`config.mk`:
```
export PLATFORM = sky130hd
export DESIGN_NAME = accel_sequencer
export DESIGN_NICKNAME = d
export VERILOG_FILES = /design/src/rtl/accel_seq_pkg.sv /design/src/rtl/job_fifo.sv /design/src/rtl/accel_sequencer.sv
export SDC_FILE = /design/constraint.sdc
export NUM_CORES = 1
export LEC_CHECK = 0
export BUFFER_PORTS_ARGS = -buffer_cell sky130_fd_sc_hd__buf_2
export CORE_MARGIN = 8
export CORE_UTILIZATION = 59
export CTS_BUF_LIST = sky130_fd_sc_hd__clkbuf_4
export CTS_CLUSTER_SIZE = 25
export DETAILED_ROUTE_END_ITERATION = 16
export GPL_TIMING_DRIVEN = 0
export PLACE_DENSITY = 0.94
export SETUP_SLACK_MARGIN = 0.4
export SYNTH_ARGS = -nofsm -noshare
export SYNTH_HDL_FRONTEND = slang
export SYNTH_HIERARCHICAL = 1
export SYNTH_SLANG_ARGS = --single-unit
```
`constraint.sdc`:
```
create_clock -name clk -period 4.5 [get_ports clk]
set_input_delay 0.9 -clock clk [delete_from_list [all_inputs] [get_ports clk]]
set_output_delay 0.9 -clock clk [all_outputs]
set_load 0.05 [all_outputs]
```
`src/rtl/accel_seq_pkg.sv`:
```
`default_nettype none
// ============================================================================
// Module      : accel_seq_pkg
// Description : Shared types and elaboration helpers for the accelerator
//               job sequencer (lane state encoding, clog2, round-robin math).
// Revision    : 1.0 - initial release
// ============================================================================
package accel_seq_pkg;

    typedef enum logic [1:0] {
        LANE_IDLE   = 2'd0,
        LANE_RUN    = 2'd1,
        LANE_REPORT = 2'd2
    } lane_state_e;

    function automatic int clog2(input int value);
        int result;
        result = 0;
        while ((1 << result) < value) begin
            result++;
        end
        return result;
    endfunction

    // Index width that never collapses to zero bits for a single lane.
    function automatic int idx_width(input int n);
        return (n > 1) ? clog2(n) : 1;
    endfunction

    function automatic int rr_next(input int idx, input int n);
        return (idx + 1 >= n) ? 0 : idx + 1;
    endfunction

    function automatic int rr_dist(input int idx, input int base, input int n);
        return (idx >= base) ? (idx - base) : (idx + n - base);
    endfunction

endpackage
`default_nettype wire

```
`src/rtl/job_fifo.sv`:
```
`default_nettype none
// ============================================================================
// Module      : job_fifo
// Description : Synchronous FIFO with registered occupancy count; pointers
//               carry one extra wrap bit to tell full from empty.
// Revision    : 1.0 - initial release
// ============================================================================
module job_fifo
    import accel_seq_pkg::*;
#(
    parameter int WIDTH = 8,
    parameter int DEPTH = 4
) (
    input  logic                  clk,
    input  logic                  rst_n,
    input  logic                  push,
    input  logic [WIDTH-1:0]      push_data,
    input  logic                  pop,
    output logic [WIDTH-1:0]      pop_data,
    output logic [clog2(DEPTH):0] count,
    output logic                  empty
);

    localparam int AW = clog2(DEPTH);
    localparam int PW = AW + 1;

    logic [PW-1:0]    wr_ptr_q, wr_ptr_d;
    logic [PW-1:0]    rd_ptr_q, rd_ptr_d;
    logic [PW-1:0]    count_q, count_d;
    logic [WIDTH-1:0] mem_q [DEPTH];
    logic             full;
    logic             do_push;
    logic             do_pop;

    always_comb begin
        empty    = (wr_ptr_q == rd_ptr_q);
        full     = (wr_ptr_q[AW] != rd_ptr_q[AW]) &&
                   (wr_ptr_q[AW-1:0] == rd_ptr_q[AW-1:0]);
        do_push  = push && !full;
        do_pop   = pop && !empty;
        wr_ptr_d = wr_ptr_q + PW'(do_push);
        rd_ptr_d = rd_ptr_q + PW'(do_pop);
        count_d  = count_q + PW'(do_push) - PW'(do_pop);
    end

    always_ff @(posedge clk) begin
        if (!rst_n) begin
            wr_ptr_q <= '0;
            rd_ptr_q <= '0;
            count_q  <= '0;
        end else begin
            wr_ptr_q <= wr_ptr_d;
            rd_ptr_q <= rd_ptr_d;
            count_q  <= count_d;
        end
    end

    always_ff @(posedge clk) begin
        if (do_push) begin
            mem_q[wr_ptr_q[AW-1:0]] <= push_data;
        end
    end

    assign pop_data = mem_q[rd_ptr_q[AW-1:0]];
    assign count    = count_q;

endmodule
`default_nettype wire

```
`src/rtl/accel_sequencer.sv`:
```
`default_nettype none
// ============================================================================
// Module      : accel_sequencer
// Description : Queues accelerator jobs and dispatches them round-robin to
//               N_LANES lanes; each lane stays active until its completion
//               report is consumed. Define ACCEL_SEQ_TIMEOUT_EN to add a
//               per-lane watchdog that reports hung jobs with an error flag.
// Revision    : 1.0 - initial release
// ============================================================================
module accel_sequencer
    import accel_seq_pkg::*;
#(
    parameter int N_LANES        = 2,
    parameter int QUEUE_DEPTH    = 4,
    parameter int JOB_W          = 8,
    parameter int TIMEOUT_CYCLES = 65535
) (
    input  logic                          clk,
    input  logic                          rst_n,
    input  logic                          trigger_valid,
    output logic                          trigger_ready,
    input  logic [JOB_W-1:0]              trigger_job,
    output logic [N_LANES-1:0]            lane_active,
    output logic [N_LANES*JOB_W-1:0]      lane_job,
    input  logic [N_LANES-1:0]            lane_done,
    output logic                          report_valid,
    input  logic                          report_ready,
    output logic [idx_width(N_LANES)-1:0] report_lane,
    output logic [JOB_W-1:0]              report_job,
    output logic                          report_error,
    output logic [clog2(QUEUE_DEPTH):0]   queue_count,
    output logic                          busy
);

    localparam int LANE_W = idx_width(N_LANES);
    localparam int CNT_W  = clog2(QUEUE_DEPTH) + 1;

    if (N_LANES < 1 || N_LANES > 8) begin : g_bad_lanes
        $error("accel_sequencer: N_LANES must be in 1..8");
    end
    if (QUEUE_DEPTH < 2 || (QUEUE_DEPTH & (QUEUE_DEPTH - 1)) != 0) begin : g_bad_depth
        $error("accel_sequencer: QUEUE_DEPTH must be a power of 2, at least 2");
    end
    if (TIMEOUT_CYCLES < 1) begin : g_bad_timeout
        $error("accel_sequencer: TIMEOUT_CYCLES must be at least 1");
    end

    logic               fifo_push;
    logic               fifo_pop;
    logic               fifo_empty;
    logic [JOB_W-1:0]   fifo_head;
    logic [CNT_W-1:0]   count_next;

    lane_state_e        state_q [N_LANES];
    lane_state_e        state_d [N_LANES];
    logic [JOB_W-1:0]   job_q   [N_LANES];
    logic [JOB_W-1:0]   job_d   [N_LANES];
    logic [N_LANES-1:0] fresh_idle_q, fresh_idle_d;
    logic [N_LANES-1:0] lane_active_q, lane_active_d;
    logic [N_LANES-1:0] timeout_hit;
    logic [N_LANES-1:0] lane_err;

    logic               dispatch_en;
    logic [LANE_W-1:0]  dispatch_lane;
    logic [LANE_W-1:0]  disp_ptr_q, disp_ptr_d;
    logic [LANE_W-1:0]  rep_ptr_q, rep_ptr_d;
    int                 disp_best;
    int                 rep_best;

    logic               handshake;
    logic               report_valid_q, report_valid_d;
    logic [LANE_W-1:0]  report_lane_q, report_lane_d;
    logic [JOB_W-1:0]   report_job_q, report_job_d;
    logic               report_error_q, report_error_d;
    logic               busy_q, busy_d;

    job_fifo #(
        .WIDTH (JOB_W),
        .DEPTH (QUEUE_DEPTH)
    ) u_job_fifo (
        .clk       (clk),
        .rst_n     (rst_n),
        .push      (fifo_push),
        .push_data (trigger_job),
        .pop       (fifo_pop),
        .pop_data  (fifo_head),
        .count     (queue_count),
        .empty     (fifo_empty)
    );

    // Full is judged from the registered count alone, so a pop cannot
    // open a slot for a push in the same cycle.
    assign trigger_ready = (queue_count != CNT_W'(QUEUE_DEPTH));
    assign fifo_push     = trigger_valid & trigger_ready;
    assign fifo_pop      = dispatch_en;
    assign handshake     = report_valid_q & report_ready;

    always_comb begin
        dispatch_en   = 1'b0;
        dispatch_lane = '0;
        disp_best     = N_LANES;
        for (int i = 0; i < N_LANES; i++) begin
            if (state_q[i] == LANE_IDLE && !fresh_idle_q[i] && !fifo_empty &&
                rr_dist(i, int'(disp_ptr_q), N_LANES) < disp_best) begin
                dispatch_en   = 1'b1;
                dispatch_lane = LANE_W'(i);
                disp_best     = rr_dist(i, int'(disp_ptr_q), N_LANES);
            end
        end
        disp_ptr_d = dispatch_en ? LANE_W'(rr_next(int'(dispatch_lane), N_LANES))
                                 : disp_ptr_q;
    end

    // fresh_idle holds a lane out of dispatch for the cycle after its
    // handshake, forcing a visible accelerator reset between jobs.
    always_comb begin
        for (int i = 0; i < N_LANES; i++) begin
            state_d[i]      = state_q[i];
            job_d[i]        = job_q[i];
            fresh_idle_d[i] = 1'b0;
            case (state_q[i])
                LANE_IDLE: begin
                    if (dispatch_en && dispatch_lane == LANE_W'(i)) begin
                        state_d[i] = LANE_RUN;
                        job_d[i]   = fifo_head;
                    end
                end
                LANE_RUN: begin
                    if (lane_done[i] || timeout_hit[i]) begin
                        state_d[i] = LANE_REPORT;
                    end
                end
                LANE_REPORT: begin
                    if (handshake && report_lane_q == LANE_W'(i)) begin
                        state_d[i]      = LANE_IDLE;
                        fresh_idle_d[i] = 1'b1;
                    end
                end
                default: state_d[i] = LANE_IDLE;
            endcase
            lane_active_d[i] = (state_d[i] != LANE_IDLE);
        end
    end

`ifdef ACCEL_SEQ_TIMEOUT_EN
    localparam int WD_W = clog2(TIMEOUT_CYCLES + 1);

    logic [WD_W-1:0]    wd_q [N_LANES];
    logic [WD_W-1:0]    wd_d [N_LANES];
    logic [N_LANES-1:0] err_q, err_d;

    for (genvar g = 0; g < N_LANES; g++) begin : g_wd_hit
        assign timeout_hit[g] = (state_q[g] == LANE_RUN) && !lane_done[g] &&
                                (wd_q[g] == WD_W'(TIMEOUT_CYCLES - 1));
    end

    always_comb begin
        for (int i = 0; i < N_LANES; i++) begin
            wd_d[i]  = wd_q[i];
            err_d[i] = err_q[i];
            if (state_q[i] == LANE_IDLE && state_d[i] == LANE_RUN) begin
                wd_d[i]  = '0;
                err_d[i] = 1'b0;
            end else if (state_q[i] == LANE_RUN) begin
                wd_d[i] = wd_q[i] + WD_W'(1);
                if (timeout_hit[i]) begin
                    err_d[i] = 1'b1;
                end
            end
        end
    end

    always_ff @(posedge clk) begin
        if (!rst_n) begin
            for (int i = 0; i < N_LANES; i++) begin
                wd_q[i] <= '0;
            end
            err_q <= '0;
        end else begin
            for (int i = 0; i < N_LANES; i++) begin
                wd_q[i] <= wd_d[i];
            end
            err_q <= err_d;
        end
    end

    assign lane_err = err_d;
`else
    assign timeout_hit = '0;
    assign lane_err    = '0;
`endif

    // Selection looks at next-state so a lane finishing this cycle can be
    // reported immediately; a held report is never re-arbitrated.
    always_comb begin
        report_valid_d = report_valid_q;
        report_lane_d  = report_lane_q;
        report_job_d   = report_job_q;
        report_error_d = report_error_q;
        rep_ptr_d      = rep_ptr_q;
        rep_best       = N_LANES;
        if (!report_valid_q || handshake) begin
            report_valid_d = 1'b0;
            for (int i = 0; i < N_LANES; i++) begin
                if (state_d[i] == LANE_REPORT &&
                    rr_dist(i, int'(rep_ptr_q), N_LANES) < rep_best) begin
                    rep_best       = rr_dist(i, int'(rep_ptr_q), N_LANES);
                    report_valid_d = 1'b1;
                    report_lane_d  = LANE_W'(i);
                    report_job_d   = job_q[i];
                    report_error_d = lane_err[i];
                    rep_ptr_d      = LANE_W'(rr_next(i, N_LANES));
                end
            end
        end
    end

    always_comb begin
        count_next = queue_count + CNT_W'(fifo_push) - CNT_W'(fifo_pop);
        busy_d     = (count_next != '0) || (lane_active_d != '0);
    end

    always_ff @(posedge clk) begin
        if (!rst_n) begin
            for (int i = 0; i < N_LANES; i++) begin
                state_q[i] <= LANE_IDLE;
                job_q[i]   <= '0;
            end
            fresh_idle_q   <= '0;
            lane_active_q  <= '0;
            disp_ptr_q     <= '0;
            rep_ptr_q      <= '0;
            report_valid_q <= 1'b0;
            report_lane_q  <= '0;
            report_job_q   <= '0;
            report_error_q <= 1'b0;
            busy_q         <= 1'b0;
        end else begin
            for (int i = 0; i < N_LANES; i++) begin
                state_q[i] <= state_d[i];
                job_q[i]   <= job_d[i];
            end
            fresh_idle_q   <= fresh_idle_d;
            lane_active_q  <= lane_active_d;
            disp_ptr_q     <= disp_ptr_d;
            rep_ptr_q      <= rep_ptr_d;
            report_valid_q <= report_valid_d;
            report_lane_q  <= report_lane_d;
            report_job_q   <= report_job_d;
            report_error_q <= report_error_d;
            busy_q         <= busy_d;
        end
    end

    for (genvar g = 0; g < N_LANES; g++) begin : g_lane_job
        assign lane_job[g*JOB_W +: JOB_W] = job_q[g];
    end

    assign lane_active  = lane_active_q;
    assign report_valid = report_valid_q;
    assign report_lane  = report_lane_q;
    assign report_job   = report_job_q;
    assign report_error = report_error_q;
    assign busy         = busy_q;

endmodule
`default_nettype wire

```
==> summary.md, run 1 <==
| Metric | Value |
|---|---|
| Status | `finished, final reports clean` |
| Crit Reg-Reg Endpoint | `busy` |
| Worst hold slack after final layout | `492.9 ps` |
| Post-DP HPWL | `approximately 4700 um` |
| Layout fillers | `around 380` |
| Count of flip-flops with a built-in enable after synthesis | `32` |
| Post-synthesis register bit count | `78` |
| Cell count of the worst hold path | `1` |
| Clk sink count | `a little under 80` |
| Kind of start point of the critical path | `register` |
| Slew of the pin with the lowest slew margin | `between 900 and 1000 ps` |
| Final cell count without fillers | `~410` |
| Arrival time at the worst endpoint | `~3900 ps` |
| Hold crit path type | `register to register` |
| Aggregate global-route resource usage | `about 17%` |
| Layout Nets | `approximately 350` |
| Maximum number of pins on one net before global-route repair | `15` |
| Pre-Repair DR Iteration Count | `4` |
| Number of remaining DRC errors | `0` |
| Start of the worst register-to-register path | `u_job_fifo/rd_ptr_q[1]` |
| Port Buffers | `46` |
| Tcrit/Tclk final | `about four fifths` |
| Placed Cells | `389` |
| Count of pins over their slew limit | `0` |
| Endpoint of the worst hold path | `disp_ptr_q` |
| Net count after synthesis | `a little under 300` |
| Critical path class | `register to register` |
| Pwr per Cell Area | `between 700 and 800 mW/mm^2` |
| Wire per inst | `~17 um` |
| Setup Skew | `a little over 20 ps` |
| Die Width | `between 90 and 100 um` |
| Vias in the first global route | `roughly 2300` |
| Antenna violations before repair | `0` |
| Post-layout min period | `3608 ps` |
| Antenna-violating nets left | `0` |
| DRC violation total after the first TritonRoute iteration | `74` |
| Count of yosys warnings during synthesis | `6` |
| Cell breakdown of the critical path | `buf_6 -> xor2_1 -> nor3_1 -> nor4_1 -> or2_1 -> ha_1 -> inv_1 -> ha_1 -> fa_1 -> xnor2_1 -> xnor2_1 -> or4b_1 -> o41a_1` |
| Fraction of synthesized cell area taken by the top area cell type | `between 20% and 30%` |
| RSZ-0062 raised after global routing | `false` |
| Post-CTS setup buffer count | `0` |
| Most used flip-flop cell after synthesis | `dfxtp_1` |
| Vias after detailed routing | `about 2300` |
| Number of hold-slack violations in the final timing report | `0` |
| Wire length of the first global-routing pass | `11070 um` |
| Fin Setup TNS | `0 ps` |
| CTS-repair resized insts | `0` |
| Critical-path top delay cell | `nor4_1` |
| Leakage component of the power | `roughly 1.6 nW` |
| Count of max-cap constraint violations | `0` |
| Core area | `~0.0055 mm^2` |
| Count of hold buffers inserted by post-cts repair | `0` |
| Cell Area, Synth | `between 0.003 and 0.004 mm^2` |
| Clock tree buffer depth | `2` |
| Post-synthesis instance total | `about 270` |
| Vias per Instance | `around 5.6` |
| CTS buffer count | `9` |
| Site row count | `27` |
| Area of the die | `between 0.008 and 0.009 mm^2` |
| Synth unique cells | `53` |
| Fmax | `approximately 280 MHz` |
| Worst R2R Setup Slack | `between 800 and 900 ps` |
| Highest net fanout along the worst path | `10` |
| Required arrival time at the worst endpoint | `a little under 5000 ps` |
| Normalized max-slew margin | `between 30% and 40%` |
| TritonCTS clock tree | `built` |
| Largest area contributor in the synthesized netlist | `edfxtp_1` |
| CTS H-tree depth | `3` |
| Maximum cell stage delay along the critical path | `roughly 490 ps` |
| Routability congestion estimate from global placement | `0.8349` |
| Post-CTS clock slew at the launch and capture registers of the worst setup and hold paths | `130 ps` |
| Launch point of the worst hold path | `disp_ptr_q` |
| Portion of the post-synthesis area used by sequential elements | `between 50% and 60%` |
| Worst path bufs/invs | `2` |
| Crit path capture type | `register` |
| Die Span Y | `just over 90 um` |
| Layout overhead on the synthesized area | `13.93%` |
| Ranking of synthesized cells by area | `edfxtp_1, dfxtp_1, mux4_2, mux2i_1, ha_1` |
| FF-to-FF path depth | `13` |
| Ys async rst share | `0%` |
| Mean area per synthesized cell | `12.33 um^2` |
| GR Overflow Total | `0` |
| Number of endpoints failing setup at the final stage | `0` |
| Gate family responsible for the most delay along the worst path | `simple AND/OR/NAND/NOR gates` |
| # IOs | `48` |
| Routed wire length | `6750 um` |
| Starting density of the core | `between 60% and 70%` |
| Ant diodes | `0` |
| Clock Root Buffer | `clkbuf_4` |
| Fraction of final layout cells with drive strength greater than 1 | `roughly a quarter` |
| Total power of the final layout | `2.760 mW` |
| Maximum resistive drop on vdd | `around 390 uV` |
| Skew-Pair Late Insertion Delay | `between 400 and 500 ps` |
==> worst max-delay path by stage <==
| stage | start | slack, ps | endpoint | depth (start not counted) |
|---|---|---|---|---|
| after floorplan | u_job_fifo/count[1] | 1210 | busy | 11 |
| after global placement | u_job_fifo/rd_ptr_q[1] | 1050 | busy | 13 |
| after detailed placement | u_job_fifo/rd_ptr_q[1] | 920 | busy | 13 |
| after CTS | u_job_fifo/rd_ptr_q[1] | 900 | busy | 13 |
| after global routing | u_job_fifo/rd_ptr_q[1] | 610 | busy | 13 |
| final | u_job_fifo/rd_ptr_q[1] | 890 | busy | 13 |
==> cells in the mapped netlist (all sizes together) (2+ instances only) <==
library cell,number
a211oi,2
nand3,11
and2,9
o221ai,8
nand4b,2
a21oi,7
clkbuf,3
xnor2,5
and2b,2
a2bb2oi,2
and3b,2
nor2,26
ha,8
nor4,2
edfxtp,32
dfxtp,46
a31oi,3
and4b,2
nor2b,2
a311oi,2
fa,2
nand2,13
xor2,5
or2,2
or4,2
o31a,2
mux2i,16
buf,6
nor3,3
o21ai,3
and4bb,2
nand2b,3
mux4,8
inv,17
==> per-layer routing <==
layer | vias up | global-route usage [%] | part of all wire [%]
met5 | - | 0 | 0
met4 | 0 | 9.959 | 2.6
met3 | 13 | 5.185 | 6.9
met2 | 77 | 27.69 | 49
met1 | 1081 | 18.72 | 42
li1 | 1112 | - | -
==> cell families after synthesis <==
group                      count (synthesis)  share of synthesized area, %
other                                      1                        0.1122
and+or+nand+nor                           89                         14.68
xor gates and xnor gates                  11                         3.519
adders and majority gates                 10                         4.193
muxes                                     24                         10.18
AOI/OAI and AO/OA                         32                         7.338
DFF                                       78                         56.31
buffers and inverters                     26                         3.669
==> per-stage QoR <==
step | setup WS [ps] | utilization, % | area, um^2
6_report | 891.6 | 69.14 | 3807
5_1_grt | 610.2 | 69.14 | 3807
4_1_cts | 896.2 | 69.03 | 3801
3_5_place_dp | 919.1 | 66.51 | 3662
3_3_place_gp | 1055 | 66.51 | 3662
2_1_floorplan | 1211 | - | 3342
==> layout by cell type (no fill, tap or decap), types with 9 or more instances in the layout <==
master | Yosys | routed
edfxtp_1 | 32 | 32
inv_1 | 16 | 16
buf_2 | 2 | 48
nand2_1 | 13 | 13
clkbuf_4 | 0 | 9
dfxtp_1 | 46 | 46
nand3_1 | 11 | 11
nor2_1 | 26 | 26
mux2i_1 | 16 | 16
and2_1 | 9 | 9
==> power breakdown <==
group	switching [mW]	leakage [nW]	internal, mW	total (mW)
combinational	0.855	0.828	0.439	1.29
clock	0.254	0.0665	0.170	0.423
sequential	0.137	0.669	0.906	1.04
==> layout make-up <==
type                            count  area (um^2)  share of cell area, %
Buffer                              9        58.81                  1.545
Clock buffer                        9        67.56                  1.775
Clock inverter                      7        71.32                  1.873
Inverter                           17        63.81                  1.676
Multi-Input combinational cell    167         1344                  35.29
Sequential cell                    78         1882                  49.42
Tap cell                           72        90.09                  2.366
Timing Repair Buffer               46        230.2                  6.047
==> state kept, by name (all words and copies together) (netlist names) <==
name                 flops
busy                     1
disp_ptr_q               1
fresh_idle_q             2
job_q                   16
lane_active              2
rep_ptr_q                1
report_job               8
report_lane              1
report_valid             1
state_q                  4
u_job_fifo/count         3
u_job_fifo/mem_q        32
u_job_fifo/rd_ptr_q      3
u_job_fifo/wr_ptr_q      3
Note: power is estimated with default switching activity, not from simulation.
==> run 2, diff against run 1 <==
==> constraint.sdc (replaced) <==
create_clock -name clk -period 3.67 [get_ports clk]
set_input_delay 0.734 -clock clk [delete_from_list [all_inputs] [get_ports clk]]
set_output_delay 0.734 -clock clk [all_outputs]
set_load 0.05 [all_outputs]
==> summary.md, run 2 (same netlist as run 1, synthesis figures left out) <==
| Metric | Value |
|---|---|
| Switching fraction of total power | `between 40 and 50%` |
| Clock tree buffer depth | `2` |
| Met3 Usage GRT | `around 5.2%` |
| CTS H-tree depth | `3` |
| Final cell count without fillers | `between 400 and 500` |
| TritonCTS clock tree | `built` |
| Placed cell area | `~0.0037 mm^2` |
| Clock Root Buffer | `clkbuf_4` |
| Grt met2 use | `between 20% and 30%` |
| Core area | `approximately 0.0055 mm^2` |
| RSZ-0062 raised after global routing | `true` |
| DRC violation total after the first TritonRoute iteration | `roughly 150` |
| Cell area after layout | `0.003941 mm^2` |
| Skew-Pair Late Insertion Delay | `between 400 and 500 ps` |
| Worst setup slack before clock tree synthesis | `182.8 ps` |
| Vias after detailed routing | `2365` |
| Die Width | `roughly 90 um` |
| Setup Skew | `between 15 and 20 ps` |
| Critical-path top delay cell | `or4b_1` |
| Vias per Instance | `5.782` |
| Worst hold slack after final layout | `between 500 and 600 ps` |
| Post-layout min period | `approximately 3300 ps` |
| Clk sink count | `~80` |
| Logic pwr share | `48.8%` |
| Vias in the first global route | `approximately 2300` |
| Share of total power in the clock network | `around 14%` |
| Most Crowded Layer GR | `met2` |
| Fin Setup TNS | `0 ps` |
| Site row count | `27` |
| Highest net fanout along the worst path | `5` |
| Max FFs per register | `32` |
| Aggregate global-route resource usage | `16.83%` |
| Routed wire length | `about 7000 um` |
| Normalized max-slew margin | `between 30% and 40%` |
| Wire length of the first global-routing pass | `11260 um` |
| Placed Cells | `389` |
| Starting density of the core | `between 60% and 70%` |
| Layout Nets | `about 360` |
| Cell-internal power | `just under 2 mW` |
| Kind of start point of the critical path | `register` |
| GR Util met1 | `about a fifth` |
| Slew of the pin with the lowest slew margin | `929.7 ps` |
| # IOs | `48` |
| Maximum number of pins on one net before global-route repair | `14` |
| Worst R2R Setup Slack | `about 400 ps` |
| Maximum resistive drop on vdd | `approximately 400 uV` |
| Final core utilization | `approximately 70%` |
| Pre-Repair DR Iteration Count | `4` |
| CTS buffer count | `9` |
| Port Buffers | `46` |
| Count of hold buffers inserted by post-cts repair | `0` |
| Wire per inst | `between 15 and 20 um` |
| Required arrival time at the worst endpoint | `between 3000 and 4000 ps` |
| Crit Reg-Reg Endpoint | `busy` |
| Fraction of final layout cells with drive strength greater than 1 | `a little under a third` |
| Setup WS post-layout | `~390 ps` |
| Antenna-violating nets left | `0` |
| Fmax | `between 300 and 400 MHz` |
| Area of the die | `about 0.0083 mm^2` |
| Logic depth of the worst setup path including buffers | `13` |
| Endpoint of the worst hold path | `report_job[6]` |
| Pwr per Cell Area | `about 890 mW/mm^2` |
| FF-to-FF path depth | `13` |
| Count of max-cap constraint violations | `0` |
| Crit path capture type | `register` |
| Arrival time at the worst endpoint | `about 3600 ps` |
| Launch point of the worst hold path | `report_job[6]` |
| Number of hold-slack violations in the final timing report | `0` |
| Start of the worst register-to-register path | `u_job_fifo/rd_ptr_q[0]` |
| Ant diodes | `0` |
| Maximum cell stage delay along the critical path | `460 ps` |
| Sequential Power Share | `between 30% and 40%` |
| GR Overflow Total | `0` |
| Hold crit path type | `register to register` |
| Number of remaining DRC errors | `0` |
| Post-CTS clock slew at the launch and capture registers of the worst setup and hold paths | `between 100 and 150 ps` |
| Number of endpoints failing setup at the final stage | `0` |
| Status | `finished, final reports clean` |
| Routability congestion estimate from global placement | `about 0.84` |
| Count of pins over their slew limit | `0` |
| Die Span Y | `just over 90 um` |
| Post-DP HPWL | `between 4000 and 5000 um` |
| Total power of the final layout | `around 3.5 mW` |
| Leakage component of the power | `1.602 nW` |
| Layout overhead on the synthesized area | `17.93%` |
| Cell breakdown of the critical path | `buf_12 -> xor2_4 -> nor3_4 -> nor4_2 -> or2_1 -> ha_1 -> inv_1 -> ha_2 -> fa_2 -> xnor2_2 -> xnor2_1 -> or4b_1 -> o41a_1` |
| Most common library cell in the layout ignoring fill and taps | `buf_2` |
| Gate family responsible for the most delay along the worst path | `simple AND/OR/NAND/NOR gates` |
| Antenna violations before repair | `0` |
| Commonest cells after routing, fill and taps aside | `buf_2, dfxtp_1, edfxtp_1, nor2_1` |
| Worst path bufs/invs | `2` |
| Cell count of the worst hold path | `2` |
| Switching power | `about 1.6 mW` |
| Tcrit/Tclk final | `89.37%` |
| Critical path class | `register to register` |
run 2: worst max-delay path by stage:
stage / start / to / slack [ps]
2_1_floorplan: u_job_fifo/count[0] / busy / 410
3_3_place_gp: u_job_fifo/rd_ptr_q[0] / busy / 250
3_5_place_dp: u_job_fifo/rd_ptr_q[1] / busy / 180
4_1_cts: u_job_fifo/rd_ptr_q[1] / busy / 400
5_1_grt: u_job_fifo/rd_ptr_q[2] / busy / 250
6_report: u_job_fifo/rd_ptr_q[0] / busy / 390
run 2: cell type report:
| cell class | instances | area [um^2] |
|---|---|---|
| inverter | 17 | 63.81 |
| sequential | 78 | 1888 |
| tap | 72 | 90.09 |
| multi-input combinational | 167 | 1426 |
| clock buffer | 10 | 75.07 |
| buffer | 9 | 75.07 |
| timing repair buffer | 50 | 260.3 |
| fill | 370 | 1565 |
| clock inverter | 6 | 62.56 |
run 2: power groups by stage:
stage          Clock, mW  Combinational, mW  Sequential (mW)
2_1_floorplan          0              0.798             1.72
3_3_place_gp           0               1.54             1.28
3_5_place_dp           0               1.58             1.29
6_report           0.504               1.72             1.29
4_1_cts            0.510               1.65             1.28
5_1_grt            0.554               1.85             1.32
run 2: what timing repair did:
| action | 4_1_cts | 5_1_grt |
|---|---|---|
| pin swaps | 3 | 4 |
| gates resized for setup | 10 | 10 |
| cloned | 0 | 0 |
| buffers inserted | 2 | 2 |
| setup endpoints to repair | 1 | 1 |
run 2: metal layers:
layer / up-vias / routed length (um)
li1: 1117 / -
met1: 1133 / 2964
met2: 95 / 3331
met3: 20 / 475
met4: 0 / 223
met5: - / 0
run 2: worst min-delay path, stage by stage (launching register included):
cell	delay (ps)
dfxtp_1	330
inv_1	50
o221ai_1	110
